### config.mk
export PLATFORM = sky130hd
export DESIGN_NAME = hazard_ctrl
export DESIGN_NICKNAME = d
export VERILOG_FILES = /design/src/rtl/hazard_ctrl.sv
export SDC_FILE = /design/constraint.sdc
export NUM_CORES = 1
export LEC_CHECK = 0
export CORE_UTILIZATION = 45
export DETAILED_ROUTE_END_ITERATION = 10
export HOLD_SLACK_MARGIN = 0.1
export PLACE_DENSITY = 0.83
export SETUP_SLACK_MARGIN = 0.05
export SLEW_MARGIN = 10
export SYNTH_ARGS = -nofsm -noshare
export SYNTH_HDL_FRONTEND = slang
export SYNTH_SLANG_ARGS = --single-unit
export TNS_END_PERCENT = 50
### constraint.sdc
create_clock -name clk -period 5.1 [get_ports clk]
set_input_delay 0.51 -clock clk [delete_from_list [all_inputs] [get_ports clk]]
set_output_delay 0.51 -clock clk [all_outputs]
set_load 0.01 [all_outputs]
### src/rtl/hazard_ctrl.sv
// Hazard unit for a 5-stage pipeline: operand forwarding, load-use stalls,
// EX-stage redirect flushes and data-memory wait freezes, with event counters.
module hazard_ctrl (
    input  logic        clk,
    input  logic        rst,
    input  logic        id_valid,
    input  logic [4:0]  id_rs1,
    input  logic [4:0]  id_rs2,
    input  logic [4:0]  ex_rs1,
    input  logic [4:0]  ex_rs2,
    input  logic [4:0]  ex_rd,
    input  logic        ex_reg_write,
    input  logic        ex_load,
    input  logic        ex_redirect,
    input  logic        mem_wait,
    input  logic        cnt_clr,
    output logic [1:0]  fwd_a,
    output logic [1:0]  fwd_b,
    output logic        stall_pc,
    output logic        stall_ifid,
    output logic        flush_ifid,
    output logic        flush_idex,
    output logic        stall_all,
    output logic [1:0]  state,
    output logic [15:0] stall_cnt,
    output logic [15:0] flush_cnt
);

    typedef enum logic [1:0] {
        S_RUN      = 2'b00,
        S_BUBBLE   = 2'b01,
        S_REDIRECT = 2'b10
    } state_t;

    state_t     cur_state;
    logic [4:0] mem_rd;
    logic [4:0] wb_rd;
    logic       mem_reg_write;
    logic       mem_load;
    logic       wb_reg_write;
    logic       load_use;

    // A load sitting in MEM has no data yet, so it only forwards once it reaches WB.
    function automatic logic [1:0] fwd_sel(
        input logic [4:0] rs,
        input logic [4:0] m_rd,
        input logic       m_we,
        input logic       m_ld,
        input logic [4:0] w_rd,
        input logic       w_we
    );
        if (rs == 5'd0)
            return 2'b00;
        if (m_we && !m_ld && (m_rd == rs))
            return 2'b01;
        if (w_we && (w_rd == rs))
            return 2'b10;
        return 2'b00;
    endfunction

    // BUBBLE must not re-stall; in REDIRECT the ID slot is wrong-path and already flushed.
    always_comb begin
        load_use = (cur_state == S_RUN) && id_valid && ex_load && (ex_rd != 5'd0) &&
                   ((ex_rd == id_rs1) || (ex_rd == id_rs2));
    end

    always_comb begin
        fwd_a      = 2'b00;
        fwd_b      = 2'b00;
        stall_pc   = 1'b0;
        stall_ifid = 1'b0;
        flush_ifid = 1'b0;
        flush_idex = 1'b0;
        stall_all  = 1'b0;
        if (rst) begin
            if (mem_wait) begin
                stall_all  = 1'b1;
                stall_pc   = 1'b1;
                stall_ifid = 1'b1;
            end else begin
                fwd_a = fwd_sel(ex_rs1, mem_rd, mem_reg_write, mem_load, wb_rd, wb_reg_write);
                fwd_b = fwd_sel(ex_rs2, mem_rd, mem_reg_write, mem_load, wb_rd, wb_reg_write);
                if (ex_redirect) begin
                    flush_ifid = 1'b1;
                    flush_idex = 1'b1;
                end else if (load_use) begin
                    stall_pc   = 1'b1;
                    stall_ifid = 1'b1;
                    flush_idex = 1'b1;
                end
            end
        end
    end

    always_ff @(posedge clk or negedge rst) begin
        if (!rst) begin
            mem_rd        <= 5'd0;
            mem_reg_write <= 1'b0;
            mem_load      <= 1'b0;
            wb_rd         <= 5'd0;
            wb_reg_write  <= 1'b0;
        end else if (!mem_wait) begin
            mem_rd        <= ex_rd;
            mem_reg_write <= ex_reg_write;
            mem_load      <= ex_load;
            wb_rd         <= mem_rd;
            wb_reg_write  <= mem_reg_write;
        end
    end

    always_ff @(posedge clk or negedge rst) begin
        if (!rst) begin
            cur_state <= S_RUN;
            stall_cnt <= 16'd0;
            flush_cnt <= 16'd0;
        end else begin
            if (!mem_wait) begin
                case (cur_state)
                    S_REDIRECT: cur_state <= S_RUN;
                    default: begin
                        if (ex_redirect)
                            cur_state <= S_REDIRECT;
                        else if (load_use)
                            cur_state <= S_BUBBLE;
                        else
                            cur_state <= S_RUN;
                    end
                endcase
            end
            // Clear wins over any increment, even while frozen.
            if (cnt_clr) begin
                stall_cnt <= 16'd0;
                flush_cnt <= 16'd0;
            end else if (!mem_wait) begin
                if (ex_redirect && (flush_cnt != 16'hFFFF))
                    flush_cnt <= flush_cnt + 16'd1;
                if (!ex_redirect && load_use && (stall_cnt != 16'hFFFF))
                    stall_cnt <= stall_cnt + 16'd1;
            end
        end
    end

    assign state = cur_state;

endmodule

Word level (Yosys, flattened, before mapping)
Index checks and enable logic that the tools add are counted.
Word-level totals
  output and inout bits: 43
  bits in registers: 47
  input bits: 33
  logic and storage cells: 104
Operators by class
  reduce and logical (&&, ||, !) cells: 23
  equal/unequal tests: 10
  mux-type cells: 61
  add/subtract/negate cells: 2
Operator list (count)
  two-way mux 16 bit: 6
  two-way mux 1 bit: 37
  two-way mux 2 bit: 18
  adder 16 x 1 -> 16 bit, second input constant: 2
  inequality test 16 bit, second input constant: 2
  equality test 5 bit: 6
  logical AND 1 bit: 12
  zero test 5 bit: 2
  nonzero test 5 bit: 1
  AND reduction 2 bit: 2
  nonzero test 2 bit: 2
  equality test 2 bit, second input constant: 1
  zero test 1 bit: 2
  zero test 2 bit: 1
  inequality test 2 x 1 -> 1 bit, second input constant: 1
  logical OR 1 bit: 1

Depth between registers and ports, before layout
Gate-level depths: netlist of run 1.
  depth after elaboration: 16
  depth in mapped cells: 7
  mapped depth without buffers: 7

Worst setup path before layout of run 1
Ideal clock, no wire load.
  kind: input-to-output
  from: input port ex_rd[1]
  to: output port stall_pc
  path buffers: 1
  required time: 4.590 ns
  setup slack: 2.728 ns
  stages: 6
  arrival: 1.862 ns
  path through: or4_1 o21ai_2 nand2b_1 o21ai_0 and2_1 buf_4
Between the ends
  longest elaborated chain between the ends: 7
  elaborated cells on any way between the ends: 10
  those cells by class: eq/ne: 2; mux: 4; reduce/logical: 4
RTL lines
  start: declaration: RTL line 11  | input logic [4:0] ex_rd,
  equality test 5 bit or nonzero test 5 bit (tied branches): RTL line 64, 63
  logical OR 1 bit or logical AND 1 bit (tied branches): RTL line 64, 63
  logical AND 1 bit *: RTL line 63  | load_use = (cur_state == S_RUN) && id_valid && ex_load && (ex_rd != 5'd0) &&
  two-way mux 1 bit * (4 in a row)
  end: declaration: RTL line 19  | output logic stall_pc,
Mark *: on every way between the ends. The rest lies on a longest branch, timed or not.

Worst setup path in the final report of run 1
  from: input port ex_rd[0]
  to: output port stall_ifid
Between the ends
  longest elaborated chain between the ends: 7
  elaborated cells on any way between the ends: 10
  those cells by class: eq/ne: 2; mux: 4; reduce/logical: 4
RTL lines
  equality test 5 bit or nonzero test 5 bit (tied branches): RTL line 64, 63
  logical OR 1 bit or logical AND 1 bit (tied branches): RTL line 64, 63
  logical AND 1 bit *: RTL line 63
  two-way mux 1 bit *: RTL line 86  | end else if (load_use) begin
  two-way mux 1 bit *: RTL line 83  | if (ex_redirect) begin
  two-way mux 1 bit *: RTL line 76  | if (mem_wait) begin
  two-way mux 1 bit *: RTL line 75  | if (rst) begin
  end: declaration: RTL line 20  | output logic stall_ifid,
Marked as above.

==> results.py, run 1 <==
metrics = {
    "worst_setup_path": {
        "critPathSlowestCell": "clkdlybuf4s50_1",
        "rr_startpoint": "stall_cnt[0]",
        "cp-start-kind": "primary input",
        "ff2ff_path_depth": 7,
        "ff2ff_setup_slack_ns": 2.73,
        "rr_endpoint": "stall_cnt[8]",
        "crit_path_max_incr_delay_ns": 0.57,
        "critPathRequiredTime_ns": 4.59,
        "critPathKind": "primary input to primary output",
        "crit_path_frequent_cell": "clkdlybuf4s50_1",
        "critPathMaxFanout": 10,
        "end_kind": "primary output",
        "worst_ep_arrival_time_ns": 2.85,
        "cp_cell_sequence": "clkdlybuf4s50_1 -> xnor2_1 -> nand3_1 -> o22ai_4 -> nand2b_1 -> o21ai_0 -> and2_1 -> clkdlybuf4s50_1",
    },
    "clocking": {
        "cts_root_buffer": "clkbuf_8",
        "clk_pin_slew_ns": 0.09,
        "cts_max_path_buffers": 2,
        "clk_latency_ns": 0.31,
        "cts_made_buffers": 5,
        "h-tree-depth": 2,
        "cts_tree": "done",
        "cts.sinks": 47,
        "ctsResizeCount": 0,
    },
    "synth": {
        "dominantRegCellSynth": "dfrtp_1",
        "seq_area_frac_synth": 0.423,
        "ys_async_sr_fraction": 1.00,
        "synth-seq-cells": 47,
        "synthTopCellsByArea": "dfrtp_1, xor2_1, xnor2_1, nor2_1, mux2_2",
        "ys_warn_count": 0,
        "synth_top_cell_by_area": "dfrtp_1",
        "synth_area_sq_mm": 0.00278,
        "yosysMostFrequentCell": "dfrtp_1",
        "synthDistinctLibCells": 44,
        "synth_top_cells_by_count": "dfrtp_1, nor2_1, xor2_1",
        "synthesis.nets": 317,
        "synth-edff-count": 0,
        "synthCells": 282,
        "synth_top_cell_area_share": 0.423,
        "avgSynthCellArea_sq_um": 9.87,
    },
    "run_status": {
        "outcome": "complete, no violations",
    },
    "cells_and_area": {
        "antennaDiodeCount": 0,
        "layout-drive-gt1-share": 0.108,
        "nets": 394,
        "areaGrowthSynthToFinish_pct": 33.4,
    },
    "hold_path": {
        "worstHoldPathCells": 1,
        "holdPathEnd": "mem_load",
        "worstHoldPathType": "register to register",
        "hp-start": "mem_load",
    },
    "route": {
        "drc": 0,
        "viasPerCell": 5.43,
        "ant_nets": 0,
        "drt_wl_total_mm": 6.73,
        "num_vias": 2363,
        "drtIter0Drc": 203,
        "post_drt_wl_per_cell_um": 15.5,
        "dr.pass1.iters": 4,
    },
    "die": {
        "die_y_um": 80.6,
        "boundaryPins": 76,
        "rows": 28,
        "initial_utilization": 0.467,
        "die-area_sq_mm": 0.00650,
        "core_sq_mm": 0.00596,
        "fp.dieW_um": 80.6,
    },
    "flow_run": {
        "max_cap_viol_count": 0,
    },
    "power": {
        "ir_drop_mv": 0.136,
        "power_density_mw_per_mm2": 211,
        "p_leak_nw": 1.47,
    },
    "timing": {
        "max_freq_mhz": 298,
        "setup_ws_ns": 1.74,
        "fin_crit_ns": 3.36,
        "fin_tns_setup_ns": 0,
        "fin_crit_sh": 0.658,
        "setup_viol": 0,
        "finClkSkew_ns": 0.00447,
        "relSlewSlack": 0.343,
        "worst_slew_pin_slew_ns": 0.982,
        "slew_viol_final": 0,
        "hold_viol_final": 0,
        "rsz0062_at_grt": "no",
    },
    "grt": {
        "grt_max_degree": 40,
        "grt_overflow_total": 0,
        "grt_pass1_vias": 2331,
        "track_usage": 0.228,
        "antenna_found_initial": 0,
        "grt_pass1_wl_mm": 11.3,
    },
    "placement": {
        "portBuffers": 75,
        "place_ws_ns": 1.73,
        "dp_hpwl_mm": 5.04,
        "gp_congestion": 0.864,
    },
}
power breakdown:
| part | leakage [nW] | switching (W) | internal [W] |
|---|---|---|---|
| Clock | 0.0474 | 0.000137 | 0.000111 |
| Sequential | 0.624 | 0.0000191 | 0.000388 |
| Combinational | 0.794 | 0.0000589 | 0.0000690 |
how the worst max path moves through the flow:
stage | start | end | slack, ns
after floorplan | ex_rd[1] | stall_pc | 2.73
after CTS | ex_rd[0] | stall_ifid | 1.73
after global routing | ex_rd[0] | stall_pc | 1.60
after global placement | ex_rd[1] | stall_ifid | 1.82
after detailed placement | ex_rd[0] | stall_ifid | 1.73
final | ex_rd[0] | stall_ifid | 1.74
stage by stage:
| step | hold WS [ns] | std cells | utilization | power (W) | area [sq um] |
|---|---|---|---|---|---|
| 6_report | 0.520 | 435 | 0.623 | 0.000783 | 3710 |
| 5_1_grt | 0.541 | 435 | 0.623 | 0.000820 | 3710 |
| 4_1_cts | 0.523 | 435 | 0.623 | 0.000789 | 3710 |
| 3_5_place_dp | 0.404 | 426 | 0.605 | 0.000541 | 3600 |
| 3_3_place_gp | 0.402 | 426 | 0.605 | 0.000536 | 3600 |
| 2_1_floorplan | 0.214 | 282 | - | 0.000475 | 2780 |
worst max-delay path: cells and delay by family:
family                 cells  cell delay, ns
XOR/XNOR                   1            0.14
AND/OR/NAND/NOR            3            0.49
AO/OA/AOI/OAI              2            0.59
buffers and inverters      2            1.10
sequential cells by signal, summed over array words and instances, names as in the netlist:
name,cells
flush_cnt,16
stall_cnt,16
mem_rd,5
wb_rd,5
state,2
mem_load,1
mem_reg_write,1
wb_reg_write,1
cell type report:
cell class,instances,area (sq um)
tap,75,93.8
fill,529,2240
timing repair buffer,78,771
multi-input combinational,221,1550
sequential,47,1180
clock buffer,6,82.6
inverter,6,22.5
clock inverter,2,16.3
metal layers:
metal  global-route usage  up-vias  wire, um  part of all wire
li1                     -     1135         -                 -
met1                0.293     1162      2990              0.44
met4               0.0714        0        69             0.010
met5                    0        -         0                 0
met3               0.0466        6       332             0.049
met2                0.384       60      3340              0.50
cell usage in the layout, fill, tap and decap left out, types with 2 or more instances in the layout:
| cell | synthesis | routed |
|---|---|---|
| xor2_1 | 33 | 33 |
| ha_1 | 2 | 2 |
| nand2b_1 | 2 | 2 |
| clkbuf_8 | 0 | 6 |
| or4_1 | 3 | 3 |
| buf_4 | 1 | 2 |
| o21ai_0 | 4 | 4 |
| nand2_1 | 15 | 15 |
| dfrtp_1 | 47 | 47 |
| mux2i_1 | 2 | 2 |
| and2_1 | 2 | 2 |
| o21a_1 | 2 | 2 |
| nand4_1 | 8 | 8 |
| mux2_1 | 4 | 4 |
| nand3_1 | 18 | 18 |
| and3_1 | 4 | 4 |
| a2111oi_2 | 3 | 3 |
| nor4_2 | 2 | 2 |
| mux2_2 | 14 | 14 |
| inv_1 | 5 | 5 |
| clkdlybuf4s50_1 | 0 | 74 |
| nor3_1 | 5 | 5 |
| a21oi_1 | 3 | 3 |
| nor4_1 | 5 | 5 |
| and4_1 | 4 | 4 |
| xnor2_1 | 20 | 20 |
| nor2_1 | 43 | 43 |
| or3_1 | 2 | 2 |
| nor2b_1 | 6 | 6 |
what timing repair did:
action / in CTS / in global routing
setup endpoints to repair: 0 / 0
endpoints found under the hold margin: 8 / 0
buffers inserted: 0 / 0
hold buffers: 1 / 0
kinds of logic (layout without fill, tap and decap cells):
| kind of cell | Yosys count | after routing | synth area share |
|---|---|---|---|
| buf+inv | 14 | 92 | 0.0202 |
| fa+ha+maj | 2 | 2 | 0.00899 |
| flops | 47 | 47 | 0.423 |
| simple gates | 129 | 129 | 0.248 |
| xor+xnor | 53 | 53 | 0.167 |
| mux | 20 | 20 | 0.0800 |
| compound gates | 17 | 17 | 0.0535 |
Note: power is estimated with default switching activity, not from simulation.
==> inputs of run 2 (changes only) <==
clock period = 3.12 ns   (was 5.1 ns; I/O delays follow)
==> run 2 against run 1 <==
Compared with the run above: cell count grew 0.69%; combinational power grew 65%; setup slack lost 1.6 ns; register-to-register slack lost 2.0 ns; clock-buffer cell count is the same; first-iteration DRC count shrank 38%; sequential power grew 63%; sequential cell count is the same; critical path type unchanged; critical endpoint is now stall_pc; highest routed layer unchanged.
==> results.py, run 2 (synthesis results as in run 1) <==
metrics = {
    "run_status": {
        "outcome": "complete, no violations",
    },
    "clocking": {
        "cts_tree": "done",
        "cts_made_buffers": 5,
        "ctsHoldBuffers": 1,
        "ctsResizeCount": 0,
        "clk_pin_slew_ns": 0.08,
        "h-tree-depth": 2,
        "cts.sinks": 47,
        "post_cts_buffers": 0,
        "clk_latency_ns": 0.31,
        "cts_root_buffer": "clkbuf_8",
        "cts_max_path_buffers": 2,
    },
    "timing": {
        "rsz0062_at_grt": "no",
        "setup_viol": 0,
        "fin_crit_sh": 0.943,
        "worst_slew_pin_slew_ns": 0.946,
        "finClkSkew_ns": 0.00785,
        "fin_crit_ns": 2.94,
        "max_freq_mhz": 340,
        "hold_viol_final": 0,
        "relSlewSlack": 0.368,
        "fin_tns_setup_ns": 0,
        "slew_viol_final": 0,
    },
    "cells_and_area": {
        "areaGrowthSynthToFinish_pct": 34.1,
        "final_common_cell": "clkdlybuf4s50_1",
        "fill_cells": 519,
        "antennaDiodeCount": 0,
        "reg.largest.list": "flush_cnt (16), stall_cnt (16)",
        "final_cell_mix": "clkdlybuf4s50_1, dfrtp_1, nor2_1, xor2_1, xnor2_1",
        "nets": 398,
        "layout-drive-gt1-share": 0.116,
    },
    "placement": {
        "dp_hpwl_mm": 5.15,
        "gp_congestion": 0.822,
        "portBuffers": 75,
    },
    "worst_setup_path": {
        "critPathSlowestCell": "or4_1",
        "cp-start-kind": "primary input",
        "worst_ep_arrival_time_ns": 2.63,
        "crit_path_max_incr_delay_ns": 0.58,
        "critPathKind": "primary input to primary output",
        "critPathRequiredTime_ns": 2.81,
        "end_kind": "primary output",
        "cp_cell_sequence": "clkdlybuf4s50_1 -> or4_1 -> o21ai_2 -> nand2b_1 -> o21ai_0 -> and2_1 -> clkdlybuf4s50_1",
        "critPathMaxFanout": 5,
        "crit_path_frequent_cell": "clkdlybuf4s50_1",
    },
    "power": {
        "power_density_mw_per_mm2": 335,
        "ir_drop_mv": 0.252,
        "power_w": 0.00125,
        "p_leak_nw": 1.49,
    },
    "die": {
        "die_y_um": 80.6,
        "rows": 28,
        "initial_utilization": 0.467,
        "fp.dieW_um": 80.6,
        "core_sq_mm": 0.00596,
        "boundaryPins": 76,
        "die-area_sq_mm": 0.00650,
    },
    "hold_path": {
        "worstHoldPathType": "primary input to async pin",
    },
    "route": {
        "dr.pass1.iters": 4,
        "drtIter0Drc": 126,
        "viasPerCell": 5.42,
        "drt_wl_total_mm": 6.65,
        "post_drt_wl_per_cell_um": 15.2,
        "ant_nets": 0,
        "num_vias": 2373,
        "drc": 0,
    },
    "grt": {
        "grt_overflow_total": 0,
        "antenna_found_initial": 0,
        "grt_pass1_wl_mm": 11.1,
        "use_met1": 0.291,
        "track_usage": 0.225,
        "globalRoute.busiestLayer": "met2",
        "grt_use_met3": 0.0420,
        "grt_use_met2": 0.375,
        "grt_max_degree": 36,
        "grt_pass1_vias": 2345,
    },
    "flow_run": {
        "max_cap_viol_count": 0,
    },
}
## run 2: changes by cell type in the layout (fill, tap and decap cells not counted)
| cell | delta |
|---|---|
| buf_4 | +4 |
| clkinv_2 | +1 |
| clkinv_4 | -1 |
| clkinvlp_4 | -1 |
## run 2: metrics by stage
stage | setup slack [ns] | hold slack (ns) | area, sq um | std cells | utilization
global route | 0.0846 | 0.551 | 3730 | 438 | 0.626
global placement | 0.237 | 0.315 | 3630 | 430 | 0.610
detailed placement | 0.171 | 0.302 | 3630 | 430 | 0.610
CTS | 0.175 | 0.523 | 3730 | 438 | 0.626
finish | 0.177 | 0.533 | 3730 | 438 | 0.626
floorplan | 1.01 | 0.0164 | 2780 | 282 | -
## run 2: final cells by class
cell class	count	area, sq um	area share
Clock buffer	6	82.6	0.0221
Multi-Input combinational cell	221	1550	0.415
Tap cell	75	93.8	0.0252
Timing Repair Buffer	82	801	0.215
Sequential cell	47	1180	0.315
Clock inverter	1	5.00	0.00134
Inverter	6	22.5	0.00604
## run 2: worst paths after layout
| kind | startpoint | endpoint | slack (ns) | depth (start not counted) |
|---|---|---|---|---|
| max | ex_rd[1] | stall_pc | 0.18 | 7 |
| min | rst | wb_rd[3] | 0.53 | 3 |
| max reg2reg | stall_cnt[0] | stall_cnt[6] | 0.76 | 7 |
| min reg2reg | mem_load | mem_load | 0.54 | 1 |
| max in group asynchronous | rst | flush_cnt[10] | 1.90 | 4 |
| min in group clk | mem_load | mem_load | 0.54 | 1 |
## run 2: worst max-delay path: cells and delay by family
family | cells | cell delay (ns)
and+or+nand+nor | 3 | 0.99
AOI/OAI and AO/OA | 2 | 0.38
buffers and inverters | 2 | 0.95
## run 2: layer usage
layer  share of wire  vias to the layer above
li1                -                     1143
met1            0.44                     1156
met2            0.49                       63
met3           0.048                       11
met4           0.016                        0
met5               0                        -
## run 2: power breakdown
part           switching (W)  internal [W]  leakage [nW]
Combinational      0.0000953      0.000116         0.814
Sequential         0.0000297      0.000634         0.624
Clock               0.000200      0.000174        0.0470
Total               0.000325      0.000924          1.49
==> inputs of run 3 (changes only) <==
MAX_ROUTING_LAYER = met4   (was default)
RECOVER_POWER = 25   (was default)
==> run 3 against run 2 <==
Compared with the run above: the run now ends with capacitance limit, slew limit left; clock-buffer cell count unchanged; clock power barely moved; critical path depth stayed put; largest power group unchanged; global-route usage increased by 0.62 points; die area is the same; setup slack better by 0.0014 ns; core utilization decreased by 0.084 points; register-to-register slack barely moved; hold slack gained 0.0044 ns; maximum frequency hardly changed; via count is 0.63% higher; cell count stayed put.
==> results.py, run 3 (synthesis results as in run 1) <==
metrics = {
    "cells_and_area": {
        "layout-drive-gt1-share": 0.110,
        "final_common_cell": "clkdlybuf4s50_1",
        "antennaDiodeCount": 0,
        "finalNonFillerCells": 438,
        "nets": 398,
        "final_cell_mix": "clkdlybuf4s50_1, dfrtp_1, nor2_1, xor2_1, xnor2_1",
        "areaGrowthSynthToFinish_pct": 33.9,
        "reg.largest.list": "flush_cnt (16), stall_cnt (16)",
    },
    "grt": {
        "grt_pass1_wl_mm": 11.1,
        "globalRoute.busiestLayer": "met2",
        "grt_overflow_total": 0,
        "track_usage": 0.231,
        "antenna_found_initial": 0,
        "use_met1": 0.290,
        "grt_use_met3": 0.0420,
        "grt_max_degree": 36,
        "grt_use_met2": 0.377,
        "grt_pass1_vias": 2347,
    },
    "die": {
        "rows": 28,
        "die-area_sq_mm": 0.00650,
        "initial_utilization": 0.467,
        "fp.dieW_um": 80.6,
        "core_sq_mm": 0.00596,
        "boundaryPins": 76,
        "die_y_um": 80.6,
    },
    "worst_setup_path": {
        "worst_ep_arrival_time_ns": 2.63,
        "critPathSlowestCell": "or4_1",
        "cp-start-kind": "primary input",
        "critPathRequiredTime_ns": 2.81,
        "end_kind": "primary output",
        "critPathKind": "primary input to primary output",
        "cp_cell_sequence": "clkdlybuf4s50_1 -> or4_1 -> o21ai_2 -> nand2b_1 -> o21ai_0 -> and2_1 -> clkdlybuf4s50_1",
        "crit_path_max_incr_delay_ns": 0.57,
        "crit_path_frequent_cell": "clkdlybuf4s50_1",
        "critPathMaxFanout": 5,
    },
    "flow_run": {
        "max_cap_viol_count": 1,
    },
    "run_status": {
        "violations": "capacitance limit, slew limit",
        "outcome": "complete, but fails checks",
    },
    "power": {
        "power_density_mw_per_mm2": 336,
        "p_leak_nw": 1.48,
        "power_w": 0.00125,
        "ir_drop_mv": 0.257,
    },
    "timing": {
        "fin_tns_setup_ns": 0,
        "hold_viol_final": 0,
        "worst_slew_pin_slew_ns": 1.86,
        "rsz0062_at_grt": "no",
        "setup_viol": 0,
        "fin_crit_ns": 2.94,
        "finClkSkew_ns": 0.00810,
        "max_freq_mhz": 340,
        "fin_crit_sh": 0.943,
        "slew_viol_final": 36,
        "relSlewSlack": -0.239,
    },
    "route": {
        "drc": 0,
        "drt_wl_total_mm": 6.71,
        "dr.pass1.iters": 4,
        "ant_nets": 0,
        "drtIter0Drc": 145,
        "num_vias": 2388,
        "viasPerCell": 5.45,
        "post_drt_wl_per_cell_um": 15.3,
    },
    "placement": {
        "portBuffers": 75,
        "dpl.cell_count": 430,
        "gp_congestion": 0.834,
        "dp_hpwl_mm": 5.15,
    },
    "hold_path": {
        "worstHoldPathType": "register to register",
    },
    "clocking": {
        "h-tree-depth": 2,
        "ctsResizeCount": 0,
        "cts_made_buffers": 5,
        "cts.sinks": 47,
        "clk_latency_ns": 0.31,
        "cts_tree": "done",
        "cts_root_buffer": "clkbuf_8",
        "cts_max_path_buffers": 2,
        "clk_pin_slew_ns": 0.08,
    },
}
## run 3: cell types whose count changed in the layout (fill, tap and decap cells not counted), sizes merged
cell and delta:
clkdlybuf4s50 -1, buf -2, dlygate4sd3 +1, clkbuf +2
## run 3: timing repair
item / in CTS / in global routing
endpoints found under the hold margin: 12 / 0
hold buffers: 1 / 0
endpoints found under the setup margin: 0 / 0
setup buffers: 0 / 0
## run 3: per-stage QoR
stage                     hold WS [ns]  instance area, sq um  setup slack [ns]   util
after floorplan                 0.0164                  2780              1.01      -
after global placement           0.315                  3630             0.237  0.610
after detailed placement         0.302                  3630             0.171  0.610
after CTS                        0.523                  3730             0.175  0.626
after global routing             0.560                  3730            0.0851  0.626
final                            0.537                  3730             0.179  0.626
## run 3: cell type report
type | instances | area [sq um]
inverter | 6 | 22.5
tap | 75 | 93.8
clock inverter | 1 | 5.00
clock buffer | 6 | 82.6
timing repair buffer | 82 | 796
fill | 522 | 2230
sequential | 47 | 1180
multi-input combinational | 221 | 1550
## run 3: layer usage
metal	vias up	wire (um)
li1	1145	-
met1	1163	3040
met2	67	3260
met3	13	292
met4	0	113
met5	-	0
## run 3: worst max-delay path, delay by kind of cell
family / cells / cell delay [ns]
simple gates: 3 / 0.98
buf+inv: 2 / 0.95
compound gates: 2 / 0.38
## run 3: path summary, 6_finish.rpt
check / depth (start not counted) / slack (ns) / end / start
min in group asynchronous: 3 / 0.58 / wb_rd[3] / rst
setup reg to reg: 7 / 0.75 / stall_cnt[6] / stall_cnt[0]
hold / removal: 1 / 0.54 / mem_load / mem_load
setup / recovery: 7 / 0.18 / stall_pc / ex_rd[1]
max in group asynchronous: 4 / 0.54 / stall_cnt[11] / rst
hold reg to reg: 1 / 0.54 / mem_load / mem_load
## run 3: power breakdown
group          switching [W]  total [W]  internal [W]
logic              0.0000957   0.000211      0.000115
registers          0.0000300   0.000664      0.000634
clock network       0.000203   0.000377      0.000174
